### src/rtl/pc_fetch_unit_pkg.sv
// Shared core package: PC/target widths, reset PC, increment,
// next-pc select encoding (also used by the hazard controller), IF/ID bundle.
package pc_fetch_unit_pkg;

    localparam int PC_W   = 10;
    localparam int DATA_W = 32;

    localparam logic [PC_W-1:0] RESET_PC = 10'h000;
    localparam logic [PC_W-1:0] PC_INC   = 10'd4;

    typedef enum logic [1:0] {
        SEL_SEQ  = 2'd0,
        SEL_HOLD = 2'd1,
        SEL_BR   = 2'd2,
        SEL_JALR = 2'd3
    } pc_sel_e;

    typedef struct packed {
        logic            valid;
        logic [PC_W-1:0] pc;
        logic [PC_W-1:0] pc4;
    } if_id_t;

endpackage

### src/rtl/pc_next_sel.sv
// Combinational next-pc mux: sel, pc, br_target, jalr_target in;
// word-aligned next_pc and misalign (target had nonzero low bits) out.
module pc_next_sel
    import pc_fetch_unit_pkg::*;
(
    input  logic [1:0]      sel,
    input  logic [PC_W-1:0] pc,
    input  logic [PC_W-1:0] br_target,
    input  logic [PC_W-1:0] jalr_target,
    output logic [PC_W-1:0] next_pc,
    output logic            misalign
);

    logic [PC_W-1:0] tgt;

    always_comb begin
        tgt      = br_target;
        next_pc  = pc + PC_INC;
        misalign = 1'b0;
        case (sel)
            SEL_JALR: begin
                // JALR clears bit0 first; only bit1 can then flag
                tgt      = {jalr_target[PC_W-1:1], 1'b0};
                next_pc  = {tgt[PC_W-1:2], 2'b00};
                misalign = |tgt[1:0];
            end
            SEL_BR: begin
                tgt      = br_target;
                next_pc  = {tgt[PC_W-1:2], 2'b00};
                misalign = |tgt[1:0];
            end
            SEL_HOLD: next_pc = pc;
            default:  next_pc = pc + PC_INC;
        endcase
    end

endmodule

### src/rtl/pc_fetch_unit.sv
// Program counter and IF/ID PC register. Inputs: clk, rst, stall,
// br_taken/pc_imm, jalr_en/jalr_target. Outputs: pc, pc_d, pc4_d, valid_d, misalign.
module pc_fetch_unit
    import pc_fetch_unit_pkg::*;
(
    input  logic              clk,
    input  logic              rst,
    input  logic              stall,
    input  logic              br_taken,
    input  logic [DATA_W-1:0] pc_imm,
    input  logic              jalr_en,
    input  logic [DATA_W-1:0] jalr_target,
    output logic [PC_W-1:0]   pc,
    output logic [PC_W-1:0]   pc_d,
    output logic [PC_W-1:0]   pc4_d,
    output logic              valid_d,
    output logic              misalign
);

    pc_sel_e         sel;
    logic            redirect;
    logic [PC_W-1:0] pc_q;
    logic [PC_W-1:0] next_pc;
    logic            mis_next;
    logic            mis_q;
    if_id_t          if_id_q;

    // Upper target bits fall outside instruction memory; dropped silently
    logic unused_bits;
    assign unused_bits = ^{pc_imm[DATA_W-1:PC_W],
                           jalr_target[DATA_W-1:PC_W]};

    assign redirect = jalr_en | br_taken;

    // Redirect beats stall: the redirecting instruction is in execute
    always_comb begin
        if (jalr_en)       sel = SEL_JALR;
        else if (br_taken) sel = SEL_BR;
        else if (stall)    sel = SEL_HOLD;
        else               sel = SEL_SEQ;
    end

    pc_next_sel u_next_sel (
        .sel         (sel),
        .pc          (pc_q),
        .br_target   (pc_imm[PC_W-1:0]),
        .jalr_target (jalr_target[PC_W-1:0]),
        .next_pc     (next_pc),
        .misalign    (mis_next)
    );

    always_ff @(posedge clk) begin
        if (rst) begin
            pc_q    <= RESET_PC;
            if_id_q <= '0;
            mis_q   <= 1'b0;
        end else begin
            pc_q  <= next_pc;
            mis_q <= mis_next;
            if (redirect) begin
                if_id_q <= '0;
            end else if (!stall) begin
                if_id_q.valid <= 1'b1;
                if_id_q.pc    <= pc_q;
                if_id_q.pc4   <= pc_q + PC_INC;
            end
        end
    end

    assign pc       = pc_q;
    assign pc_d     = if_id_q.pc;
    assign pc4_d    = if_id_q.pc4;
    assign valid_d  = if_id_q.valid;
    assign misalign = mis_q;

endmodule

### config.mk
export PLATFORM = sky130hd
export DESIGN_NAME = pc_fetch_unit
export DESIGN_NICKNAME = d
export VERILOG_FILES = /design/src/rtl/pc_fetch_unit_pkg.sv /design/src/rtl/pc_next_sel.sv /design/src/rtl/pc_fetch_unit.sv
export SDC_FILE = /design/constraint.sdc
export NUM_CORES = 1
export LEC_CHECK = 0
export CAP_MARGIN = 10
export CORE_MARGIN = 2
export CORE_UTILIZATION = 31
export CTS_BUF_LIST = sky130_fd_sc_hd__clkbuf_8 sky130_fd_sc_hd__clkbuf_16
export CTS_CLUSTER_SIZE = 28
export DETAILED_ROUTE_END_ITERATION = 8
export PLACE_DENSITY = 0.76
export SLEW_MARGIN = 30
export SYNTH_ARGS = -nofsm -noshare
export SYNTH_HDL_FRONTEND = slang
export SYNTH_HIERARCHICAL = 1
export SYNTH_SLANG_ARGS = --single-unit
### constraint.sdc
create_clock -name clk -period 1.8 [get_ports clk]
set_input_delay 0.18 -clock clk [delete_from_list [all_inputs] [get_ports clk]]
set_output_delay 0.18 -clock clk [all_outputs]
set_load 0.03 [all_outputs]
==> metrics.md <==
| Metric | Value |
|---|---|
| CP Launch Type | `flip-flop` |
| Detailed Route WL | `3449 um` |
| IO buf count | `55` |
| Die Area | `0.005185 mm2` |
| Hold Path Class | `reg -> reg` |
| Setup Buffers After CTS | `0` |
| Yosys warns | `6` |
| Crit end category | `output port` |
| CORE AREA | `0.004414 mm2` |
| Max stage delay on crit path | `0.75 ns` |
| Total grt overflow | `0` |
| Area post-placement | `0.002092 mm2` |
| Crit-path slowest cell | `clkdlybuf4s50_1` |
| Worst slew pin tran | `0.5649 ns` |
| Initial drt markers | `88` |
| Cell Pwr Density | `780.6 mW/mm2` |
| Vias after detailed routing | `1318` |
| Clock sink count | `30` |
| Root Buffer | `clkbuf_8` |
| CTS tree | `built` |
| Avg Cell Area, Syn | `9.311 um2` |
| Most frequent cells in the layout | `55 x clkdlybuf4s50_1, 30 x dfxtp_1, 16 x mux2i_1, 15 x nor2b_1` |
| Final Wtd Congestion | `0.8206` |
| Unrepaired setup endpoints after global routing | `false` |
| Data arrival time of the worst path | `1.54 ns` |
| Number of cell rows | `24` |
| CTS max path bufs | `2` |
| Cells after Synth | `154` |
| Post-route DRC violation count | `0` |
| Outcome | `finished clean` |
| H-Tree Depth | `2` |
| Clock Pin Slew Worst Setup and Hold Paths | `0.06 ns` |
| Global-route wire length before repair | `5782 um` |
| Max rail drop VDD | `294.7 uV` |
| Post-synthesis register bit count | `30` |
| Critical Path, Cell by Cell | `clkdlybuf4s50_1` |
| Share of the synthesized area in the top cell type | `0.4188` |
| Ranking of synthesized cells by area | `dfxtp_1 42%, mux2i_1 11%, nor2b_1 6.5%` |
| Final core utilization | `0.4994` |
| Hold Fails Final Rpt | `0` |
| Post-cts sizing count | `0` |
| Final Slew Violations | `0` |
| Design area | `0.002205 mm2` |
| Fraction of final layout cells with drive strength greater than 1 | `0.1142` |
| Die W | `72.01 um` |
| Clock Skews | `0.004767 ns` |
| CP max FO | `9` |
| Antenna violations before repair | `0` |
| Hold_buf cts | `0` |
| Library cells used by synthesis | `30` |
| Yosys top cell by area | `dfxtp_1` |
| Starting Density | `0.3248` |
| Post-synthesis sequential area ratio | `0.4188` |
| WS Path Type | `reg -> out` |
| # nets final | `290` |
| Crit share post-route | `0.9560` |
| Req. time, crit path | `1.62 ns` |
| Post-DRT Antenna Nets | `0` |
| Worst path top cell family by delay | `buffers and inverters` |
| Dpl hpwl | `2593 um` |
| WL/cell | `12.73 um` |
| GRT Util Overall | `0.1466` |
| Setup Viol. Count Final | `0` |
| FF+latch area | `600.6 um2` |
| I/O Pins | `101` |
| # diodes | `0` |
| Post-synthesis net count | `225` |
| Worst-skew pair later-pin latency | `0.28 ns` |
| Slew margin rel. | `0.6205` |
| First-pass DRT Iterations | `4` |
| Final worst path period need | `1.721 ns` |
| Layout area overhead | `53.75%` |
| Max-Cap Viols | `0` |
| Worst path bufs/invs | `1` |
| Fmax | `581.1 MHz` |
| Die Height | `72.01 um` |
| Leakage power | `0.8642 nW` |
| Drt via density | `4.863` |
| Most common cell after layout, fill and taps aside | `clkdlybuf4s50_1` |
| Largest net degree at the start of global routing | `14` |
| Vias in the first global route | `1250` |
| Area of the multi-input gates | `770.7 um2` |
| CTS buffer count | `5` |
| Filler cells | `421` |
| Cell area after technology mapping | `0.001434 mm2` |
==> per-stage QoR <==
stage	instances	total power (W)	hold slack [ns]	setup WS [ns]	setup TNS (ns)
final	271	0.001721	0.4538	0.07922	0
after global routing	271	0.001791	0.4737	0.004674	0
after CTS	271	0.001739	0.4596	0.07378	0
after detailed placement	264	0.001053	0.4450	-0.07504	-0.2267
after global placement	264	0.001048	0.4349	-0.06488	-0.1599
after floorplan	154	0.0009024	0.2516	0.02758	0
==> worst paths after layout <==
check,start,end,slack (ns),depth (start not counted)
hold / removal,valid_d,valid_d,0.45,1
setup / recovery,pc[7],pc[7],0.08,1
setup reg to reg,pc[2],pc4_d[8],0.35,5
hold reg to reg,valid_d,valid_d,0.45,1
==> worst register-to-register path, stage by stage (launching register included) <==
cell     delay [ns]
dfxtp_1        0.41
buf_4          0.18
ha_1           0.21
inv_1          0.06
or3_1          0.34
a31oi_1        0.17
==> final cells by class <==
| class | count | area share |
|---|---|---|
| Clock buffer | 6 | 0.03746 |
| Sequential cell | 30 | 0.2724 |
| Clock inverter | 1 | 0.01362 |
| Timing Repair Buffer | 68 | 0.2940 |
| Tap cell | 52 | 0.02951 |
| Multi-Input combinational cell | 112 | 0.3496 |
| Inverter | 2 | 0.003405 |
==> power breakdown <==
part           internal (W)  total [W]  switching (W)
clock network      0.000442   0.000683       0.000241
logic              0.000170   0.000318       0.000148
registers          0.000688   0.000719      0.0000317
total               0.00130    0.00172       0.000421
==> cells by family after synthesis <==
logic type | synth area share
AO/OA/AOI/OAI | 0.1169
adder cells (fa/ha/maj) | 0.01745
AND/OR/NAND/NOR | 0.2173
XOR/XNOR | 0.04276
buffers and inverters | 0.04363
flip-flops | 0.4189
multiplexers | 0.1431
==> metal layers <==
layer / GRT usage / wire (um) / vias up / part of all wire
li1: - / - / 670 / -
met1: 0.1756 / 1600 / 598 / 0.46
met2: 0.2315 / 1554 / 42 / 0.45
met3: 0.05694 / 218 / 8 / 0.063
met4: 0.06918 / 76 / 0 / 0.022
met5: 0 / 0 / - / 0
==> synthesized netlist by cell type <==
master / number
a21oi_1: 5
a31oi_1: 3
buf_2: 5
buf_4: 3
clkbuf_1: 2
dfxtp_1: 30
ha_1: 2
inv_1: 2
mux2_2: 2
mux2i_1: 16
mux4_2: 1
nand2_1: 9
nand2b_1: 1
nand3_1: 4
nand3b_1: 1
nand4_1: 2
nand4b_1: 1
nand4b_4: 1
nor2_1: 13
nor2b_1: 15
nor3_1: 5
o21a_1: 4
o21ai_0: 10
o21bai_1: 1
o311a_1: 1
o31a_1: 3
or2_2: 1
or3_1: 4
xnor2_1: 2
xor2_1: 5
==> state kept, by name, indices dropped and copies added (netlist names) <==
name / cells
pc_d: 10
valid_d: 1
pc: 10
pc4_d: 8
misalign: 1
Power figures use the tool's default switching activity.
